## src/rtl/calendar_gregorian.sv

```systemverilog
// ---------------------------------------------------------------------------
// calendar_gregorian
//
// Date keeper for the digital clock. It holds day, month, a full-width year and
// day-of-week. The date advances once on each rising edge of the daily carry
// from the time-of-day block. In set mode a single field can be incremented by
// hand. A bulk load from the UART command decoder is validated before it is
// written.
//
// Parameters
//   YEAR_W          width of the year counter; the year wraps at 2^YEAR_W
//   FULL_GREGORIAN  1: full Gregorian leap rule, 0: divisible-by-4 only
//   RESET_*         date and day-of-week after reset (dow 0 = Sunday)
//
// Ports
//   clk, reset      system clock, synchronous active-high reset
//   day_tick        daily carry level; each 0->1 transition is one day
//   set             manual set mode; day_tick is ignored while it is high
//   inc_day/month/year
//                   manual increments; acted on only when exactly one is high
//   load_valid      one-cycle strobe that qualifies load_day/month/year/dow
//   day, month, year, dow
//                   current date (all registered)
//   leap, dim       current year is leap / days in the current month
//   month_carry     pulse when a tick rolls over into a new month
//   year_wrap       pulse when a tick or inc_year wraps the year to 0
//   load_err        pulse when a load is rejected
// ---------------------------------------------------------------------------
module calendar_gregorian #(
    parameter int unsigned YEAR_W         = 12,
    parameter int unsigned FULL_GREGORIAN = 1,
    parameter int unsigned RESET_YEAR     = 2024,
    parameter int unsigned RESET_MONTH    = 2,
    parameter int unsigned RESET_DAY      = 2,
    parameter int unsigned RESET_DOW      = 5
) (
    input  logic              clk,
    input  logic              reset,
    input  logic              day_tick,
    input  logic              set,
    input  logic              inc_day,
    input  logic              inc_month,
    input  logic              inc_year,
    input  logic              load_valid,
    input  logic [4:0]        load_day,
    input  logic [3:0]        load_month,
    input  logic [YEAR_W-1:0] load_year,
    input  logic [2:0]        load_dow,
    output logic [4:0]        day,
    output logic [3:0]        month,
    output logic [YEAR_W-1:0] year,
    output logic [2:0]        dow,
    output logic              leap,
    output logic [4:0]        dim,
    output logic              month_carry,
    output logic              year_wrap,
    output logic              load_err
);

    // -----------------------------------------------------------------------
    // Calendar helpers
    // -----------------------------------------------------------------------

    // The year is widened to 32 bits so the 100/400 tests behave the same for
    // any YEAR_W, even when 400 does not fit in the counter itself.
    function automatic logic is_leap(input logic [YEAR_W-1:0] y);
        int unsigned yv;
        yv = 32'(y);
        if (FULL_GREGORIAN != 0)
            return ((yv % 4) == 0) && (((yv % 100) != 0) || ((yv % 400) == 0));
        return (yv % 4) == 0;
    endfunction

    function automatic logic [4:0] dim_of(input logic [3:0] m, input logic lp);
        logic [4:0] n;
        case (m)
            4'd2:                       n = lp ? 5'd29 : 5'd28;
            4'd4, 4'd6, 4'd9, 4'd11:    n = 5'd30;
            default:                    n = 5'd31;
        endcase
        return n;
    endfunction

    function automatic logic [2:0] dow_next(input logic [2:0] w);
        return (w == 3'd6) ? 3'd0 : w + 3'd1;
    endfunction

    // -----------------------------------------------------------------------
    // State
    // -----------------------------------------------------------------------
    logic [4:0]        day_q,   day_d;
    logic [3:0]        month_q, month_d;
    logic [YEAR_W-1:0] year_q,  year_d;
    logic [2:0]        dow_q,   dow_d;
    logic              tick_prev_q;
    logic              month_carry_q, month_carry_d;
    logic              year_wrap_q,   year_wrap_d;
    logic              load_err_q,    load_err_d;

    // -----------------------------------------------------------------------
    // Combinational helpers on current state and load fields
    // -----------------------------------------------------------------------
    logic              cur_leap;
    logic [4:0]        cur_dim;
    logic              tick_edge;
    logic [4:0]        load_dim;
    logic              load_ok;
    logic [3:0]        month_inc;
    logic [4:0]        month_inc_dim;
    logic [YEAR_W-1:0] year_inc;

    always_comb begin
        cur_leap      = is_leap(year_q);
        cur_dim       = dim_of(month_q, cur_leap);
        tick_edge     = day_tick & ~tick_prev_q;

        load_dim      = dim_of(load_month, is_leap(load_year));
        load_ok       = (load_month >= 4'd1) && (load_month <= 4'd12) &&
                        (load_day != 5'd0) && (load_day <= load_dim) &&
                        (load_dow <= 3'd6);

        month_inc     = (month_q == 4'd12) ? 4'd1 : month_q + 4'd1;
        month_inc_dim = dim_of(month_inc, cur_leap);
        year_inc      = year_q + YEAR_W'(1);
    end

    // -----------------------------------------------------------------------
    // Next-state: reset > load > set-mode increment > tick
    // -----------------------------------------------------------------------
    always_comb begin
        day_d         = day_q;
        month_d       = month_q;
        year_d        = year_q;
        dow_d         = dow_q;
        month_carry_d = 1'b0;
        year_wrap_d   = 1'b0;
        load_err_d    = 1'b0;

        if (load_valid) begin
            if (load_ok) begin
                day_d   = load_day;
                month_d = load_month;
                year_d  = load_year;
                dow_d   = load_dow;
            end else begin
                load_err_d = 1'b1;
            end
        end else if (set) begin
            // Zero or several increment requests are treated as no request.
            case ({inc_day, inc_month, inc_year})
                3'b100: begin
                    day_d = (day_q >= cur_dim) ? 5'd1 : day_q + 5'd1;
                    dow_d = dow_next(dow_q);
                end
                3'b010: begin
                    month_d = month_inc;
                    if (day_q > month_inc_dim)
                        day_d = month_inc_dim;
                end
                3'b001: begin
                    year_d      = year_inc;
                    year_wrap_d = (year_inc == '0);
                    if ((month_q == 4'd2) && (day_q == 5'd29) && !is_leap(year_inc))
                        day_d = 5'd28;
                end
                default: ;
            endcase
        end else if (tick_edge) begin
            dow_d = dow_next(dow_q);
            if (day_q < cur_dim) begin
                day_d = day_q + 5'd1;
            end else begin
                day_d         = 5'd1;
                month_carry_d = 1'b1;
                if (month_q < 4'd12) begin
                    month_d = month_q + 4'd1;
                end else begin
                    month_d     = 4'd1;
                    year_d      = year_inc;
                    year_wrap_d = (year_inc == '0);
                end
            end
        end
    end

    // -----------------------------------------------------------------------
    // State register
    // -----------------------------------------------------------------------
    always_ff @(posedge clk) begin
        if (reset) begin
            day_q         <= 5'(RESET_DAY);
            month_q       <= 4'(RESET_MONTH);
            year_q        <= YEAR_W'(RESET_YEAR);
            dow_q         <= 3'(RESET_DOW);
            // Held high so a day_tick already high at release is not an edge.
            tick_prev_q   <= 1'b1;
            month_carry_q <= 1'b0;
            year_wrap_q   <= 1'b0;
            load_err_q    <= 1'b0;
        end else begin
            day_q         <= day_d;
            month_q       <= month_d;
            year_q        <= year_d;
            dow_q         <= dow_d;
            tick_prev_q   <= day_tick;
            month_carry_q <= month_carry_d;
            year_wrap_q   <= year_wrap_d;
            load_err_q    <= load_err_d;
        end
    end

    // -----------------------------------------------------------------------
    // Outputs
    // -----------------------------------------------------------------------
    assign day         = day_q;
    assign month       = month_q;
    assign year        = year_q;
    assign dow         = dow_q;
    assign leap        = cur_leap;
    assign dim         = cur_dim;
    assign month_carry = month_carry_q;
    assign year_wrap   = year_wrap_q;
    assign load_err    = load_err_q;

endmodule

```

## config.mk

```make
export PLATFORM = sky130hd
export DESIGN_NAME = calendar_gregorian
export DESIGN_NICKNAME = d
export VERILOG_FILES = /design/src/rtl/calendar_gregorian.sv
export SDC_FILE = /design/constraint.sdc
export NUM_CORES = 1
export LEC_CHECK = 0
export CAP_MARGIN = 20
export CORE_MARGIN = 2
export CORE_UTILIZATION = 35
export CTS_CLUSTER_SIZE = 25
export DETAILED_ROUTE_END_ITERATION = 8
export GPL_TIMING_DRIVEN = 1
export PLACE_DENSITY_LB_ADDON = 0.12
export SLEW_MARGIN = 40
export SYNTH_ARGS = -nofsm -noshare
export SYNTH_HDL_FRONTEND = slang
export SYNTH_SLANG_ARGS = --single-unit
```

## constraint.sdc

```tcl
create_clock -name clk -period 23 [get_ports clk]
set_clock_uncertainty 0.2 [all_clocks]
set_input_delay 3.45 -clock clk [delete_from_list [all_inputs] [get_ports clk]]
set_output_delay 3.45 -clock clk [all_outputs]
set_load 0.005 [all_outputs]
```

Word-level counts from Yosys, hierarchy flattened
Index checks and enable logic that the tools add are counted.
{"block": "totals", "output_inout_bits": 33, "regBits": 28, "inputBits": 32, "wordCells": 144}
{"block": "op_classes", "add_sub_neg": 4, "n_eq_ne": 30, "n_reduce_logical": 35, "bitwise_logic": 4, "muxes": 49, "div_mod_pow": 6, "n_lt_le_gt_ge": 8}
{"cell": "32-bit logical NOT", "count": 6}
{"cell": "12-bit by 7-bit modulo with 32-bit output (second input constant)", "count": 3}
{"cell": "12-bit by 9-bit modulo with 32-bit output (second input constant)", "count": 3}
{"cell": "32-bit nonzero test", "count": 3}
{"cell": "12-bit two-way mux", "count": 7}
{"cell": "5-bit two-way mux", "count": 8}
{"cell": "4-bit two-way mux", "count": 8}
{"cell": "4-bit == test (second input constant)", "count": 7}
{"cell": "4-bit by 3-bit == test with 1-bit output (second input constant)", "count": 6}
{"cell": "3-bit two-way mux", "count": 6}
{"cell": "1-bit two-way mux", "count": 16}
{"cell": "4-bit OR reduction", "count": 4}
{"cell": "5-bit case mux with 3 select lines", "count": 1}
{"cell": "12-bit by 1-bit adder with 12-bit output (second input constant)", "count": 1}
{"cell": "4-bit by 2-bit == test with 1-bit output (second input constant)", "count": 3}
{"cell": "12-bit logical NOT", "count": 1}
{"cell": "2-bit case mux with 2 select lines", "count": 3}
{"cell": "5-bit AND reduction", "count": 2}
{"cell": "1-bit logical AND", "count": 9}
{"cell": "3-bit by 1-bit != test with 1-bit output (second input constant)", "count": 3}
{"cell": "4-bit != test (second input constant)", "count": 2}
{"cell": "3-bit == test (second input constant)", "count": 2}
{"cell": "3-bit != test (second input constant)", "count": 2}
{"cell": "5-bit by 1-bit adder with 5-bit output (second input constant)", "count": 1}
{"cell": "other kinds (24)", "count": 29}

Depth between registers and ports, before layout
{"block": "logic_depth", "ltp_word": 15, "mapped_depth": 33, "ltp_nobuf": 32}

Least setup slack after synthesis
OpenSTA, ideal clock, no wires.
{"block": "synth_path", "path_kind": "in2reg", "from": "in load_year[8]", "to": "reg day_q[0], in the netlist day[0]", "setup_time_ns": 0.079, "stages": 33, "arrival_ns": 10.112, "path_buffers": 1, "required_ns": 22.721, "setup_slack_ns": 12.608, "path_cell_list": "clkbuf_1 -> nor3_1 -> nor2b_1 -> ha_1 -> nand2b_1 -> o31ai_1 -> a32oi_1 -> a32o_1 -> a311oi_2 -> xnor2_1 -> or3_1 -> and2_1 -> mux2_1 -> a21o_1 -> a31oi_1 -> a21oi_1 -> o21ai_1 -> xnor2_1 -> mux2i_1 -> a21oi_1 -> ha_1 -> nor2b_1 -> o2111ai_1 -> a21oi_1 -> o31ai_1 -> o31ai_1 -> o21bai_1 -> nor3_1 -> o21ai_0 -> a2111oi_4 -> nand2_2 -> o211a_1 -> a211oi_2"}
{"block": "synth_between", "elab_chain_len": 11, "elab_cells_between_ends": 13, "cone_classes": "2 x div; 1 x order compare; 1 x eq/ne; 2 x mux; 7 x reduce/logical"}
{"item": "from (decl)", "line": "47", "source": "input logic [YEAR_W-1:0] load_year,"}
{"item": "12-bit by 7-bit modulo with 32-bit output / 12-bit by 9-bit modulo with 32-bit output (equally long branches)", "line": "70", "source": "return ((yv % 4) == 0) && (((yv % 100) != 0) || ((yv % 400) == 0));"}
{"item": "32-bit nonzero test / 32-bit logical NOT (equally long branches)", "line": "70"}
{"item": "1-bit logical OR (*)", "line": "70"}
{"item": "1-bit logical AND (*)", "line": "70"}
{"item": "1-bit two-way mux (*)", "line": "77", "source": "4'd2: n = lp ? 5'd29 : 5'd28;"}
{"item": "2-bit case mux with 2 select lines (*)", "line": "76", "source": "case (m)"}
{"item": "5-bit <= comparator (*)", "line": "119", "source": "(load_day != 5'd0) && (load_day <= load_dim) &&"}
{"item": "1-bit logical AND (*) (2 in series)", "line": "119"}
{"item": "2-bit by 1-bit != test with 1-bit output (no line) (*)"}
{"item": "5-bit AND reduction (no line) (*)"}
{"item": "to (signal assigned)", "line": "191", "source": "day_q <= 5'(RESET_DAY);"}
{"item": "to (signal assigned)", "line": "201", "source": "day_q <= day_d;"}
{"item": "to (decl)", "line": "91", "source": "logic [4:0] day_q, day_d;"}
Mark *: on every way between the ends. The rest lies on a longest branch, timed or not.
A chain may end at the register's enable or synchronous reset.

Final worst setup path
Ends and elaborated chain as after synthesis.

==> impl_metrics.toml <==
[run_status]
status = "completed"

[sta]
timing_max_transition_violations_final = 0
setup_total_negative_slack_ns = 0
timing.final.crit_share_pct = 51.2
fin_crit_ns = 11.78
setup_violations = 0
post-route-worst-setup-slack_ns = 11.22
fmax_mhz = 84.9
final.hold.worst_slack_ns = 0.331
max_slew_margin_pct = 45.3
worst-slew-pin-transition_ns = 0.820
grt_setup_unrepaired = "no"
timing.final.hold_violations = 0

[setup_path]
r2r-end = "day[0]$_SDFFE_PP0P_"
setup.worst_path.start_class = "input pin"
critical-path-max-stage-delay_ns = 0.56
arrival_ns = 11.77
criticalPathCategory = "in2reg"
critical_path.endpoint_type = "register"
regToRegSetupSlack_ns = 15.06
number_of_cell_instances_on_the_worst_register_to_register_path = 31
slowest_stage = "o31ai_1"
crit_buf_inv = 1
timing.critical_path.max_delay_family = "compound AO/OA/AOI/OAI gates"
crit_path_max_fanout = 9
origin_of_the_critical_flop_to_flop_path = "year[7]$_SDFFE_PP1P_"
cp_data_required_time_ns = 22.99

[synth]
post_synthesis_register_bit_count = 28
synth.most_common_cell = "nor2_1"
synth.top_cells.by_area = "dfxtp_1 (10%), nor2_1 (5.7%), a21oi_1 (5.4%)"
synth_top_area_share_pct = 10.0
synth_sequential_area_ratio_pct = 10.0
synthCells = 811
post_synth_instance_area_sq_um = 5610
syn-mean-instance-area_sq_um = 6.91
synthArstFlopShare_pct = 0
yosys-top-cells-count = "nor2_1 (85), a21oi_1 (61), nand2_1 (59)"
yosys.area.top_type = "dfxtp_1"
synth_enable_flop_cells = 0
netlist-cell-type-count = 105
dominantRegCellSynth = "dfxtp_1"
synth_warnings = 0

[detailed_routing]
route.detailed.wl_per_inst_um = 17.5
vias = 6404
drtPass1Iterations = 5
drt.antenna.violating_nets = 0
dr.first_iter.drc_count = 469
routed_wl_mm = 18.4
drt_drc_violations_left = 0
vias_per_cell = 6.08

[grt]
global_route.usage.total_pct = 21.3
overflow_after_grt = 0
antenna_found_initial = 0
grt_start_max_net_pins = 61
grt_pass1_wl_mm = 30.1
grt_pass1_vias = 5828

[cts]
htree_num_levels = 1
cts.repair_timing.setup_buffer_count = 0
cts_tree = "done"
worst_skew_pair.late_latency_ns = 0.27
cts_hold_buf = 0
cts_repair_resize_count = 0
cts-buffers-inserted = 3
max-clock-path-buffers = 2
ctsRootBufferMaster = "clkbuf_16"
cts_sinks = 28
cts.clk_slew.worst_paths_ns = 0.08

[floorplanning]
die-height_um = 131
die_width_um = 131
fp.coreArea_sq_um = 15800
initial_utilization_pct = 35.5
die_area_sq_um = 17000
fp-row-count = 46
num_io_pins = 65

[placed_design]
routabilityCongestion = 0.913
place.detailed.hpwl_mm = 14.3
port_buffers = 61
dp_slack_ns = 11.12

[hold_path]
hold_path.startpoint = "tick_prev_q$_SDFF_PP1_"
hold_path_class = "reg2reg"
worstHoldPathCells = 3
hold_path_end = "month_carry$_SDFF_PP0_"

[cells_and_area]
register_area_sq_um = 562
footprint_of_the_multi_input_gates_sq_um = 4790
drive_gt1_share_pct = 9.68
post-route-util_pct = 41.1
antennaDiodeCount = 0
finish.net_count = 889
flow.area_growth_from_synthesis_pct = 15.6
layout.filler_cells = 1663

[run]
maxCapViolations = 0

[pwr]
static-leakage-power_uw = 0.00230
vdd.ir_drop.worst_v = 0.0000300
power_per_cell_area_nw_per_um2 = 56.8
kinds of logic after synthesis:
| family | count (synthesis) | share of synthesized area (%) |
|---|---|---|
| and+or+nand+nor | 338 | 32.2 |
| AOI/OAI and AO/OA | 290 | 37.4 |
| buffers and inverters | 72 | 5.40 |
| xor gates and xnor gates | 39 | 6.23 |
| DFF | 28 | 10.0 |
| muxes | 22 | 4.11 |
| adders and majority gates | 21 | 4.60 |
| other | 1 | 0.0669 |
final cells by class:
class,count,share of cell area [%]
inverter,24,1.39
timing repair buffer,68,10.2
clock inverter,1,0.464
tap,216,4.17
sequential,28,8.67
multi-input combinational,713,73.9
clock buffer,3,1.16
state kept, by name, summed over array words and instances (netlist names):
register and count:
tick_prev_q 1, dow 3, year_wrap 1, day 5, month 4, year 12
month_carry 1, load_err 1
per-layer routing:
metal / vias to the layer above / track usage [%] / routed length (um)
li1: 3170 / - / -
met3: 12 / 1.71 / 885
met2: 183 / 33.5 / 8250
met4: 0 / 2.94 / 161
met5: - / 0 / 0
met1: 3039 / 32.4 / 9150
placed cells by master, fill, tap and decap left out, types with 8 or more instances in the layout:
cell / count
or3_1: 13
o31ai_1: 13
a21o_1: 8
or2_2: 16
a21oi_1: 61
clkdlybuf4s50_1: 60
a211o_1: 9
nor4_1: 13
nand2b_1: 13
o211ai_1: 10
inv_1: 23
o22ai_1: 11
a31oi_1: 17
dfxtp_1: 27
xor2_1: 8
mux2i_1: 14
ha_1: 19
and2_1: 8
nand3_1: 30
nand2_1: 59
o21a_1: 10
nand4_1: 9
xnor2_1: 26
a211oi_1: 18
nor2_1: 85
buf_4: 8
o21ai_0: 35
nor2b_1: 14
o21ai_1: 8
nor3_1: 31
metrics by stage:
| stage | cell area (sq um) | instances | power (uW) |
|---|---|---|---|
| floorplan | 5610 | 813 | 247 |
| global placement | 6330 | 1049 | 306 |
| detailed placement | 6340 | 1049 | 309 |
| CTS | 6440 | 1053 | 365 |
| global route | 6480 | 1053 | 398 |
| finish | 6480 | 1053 | 368 |
power by group:
group | switching, uW | total, uW | internal, uW
combinational | 146 | 251 | 105
sequential | 10.0 | 62.8 | 52.7
clock | 19.2 | 53.9 | 34.7
tightest hold or removal path: cells and delay by family, from the launching register on:
kind	cells	cell delay, ns
DFF	1	0.31
and+or+nand+nor	3	0.18
worst max-delay path by stage:
stage / from / to / slack (ns) / cells past startpoint
5_1_grt: load_year[8] / day[1]$_SDFFE_PP1P_ / 10.51 / 33
2_1_floorplan: load_year[8] / day[0]$_SDFFE_PP0P_ / 12.61 / 33
3_5_place_dp: load_year[8] / day[0]$_SDFFE_PP0P_ / 11.12 / 33
3_3_place_gp: load_year[8] / day[1]$_SDFFE_PP1P_ / 11.60 / 33
4_1_cts: load_year[8] / day[0]$_SDFFE_PP0P_ / 11.30 / 33
6_report: load_year[8] / day[0]$_SDFFE_PP0P_ / 11.22 / 33
(Power assumes the default switching activity.)
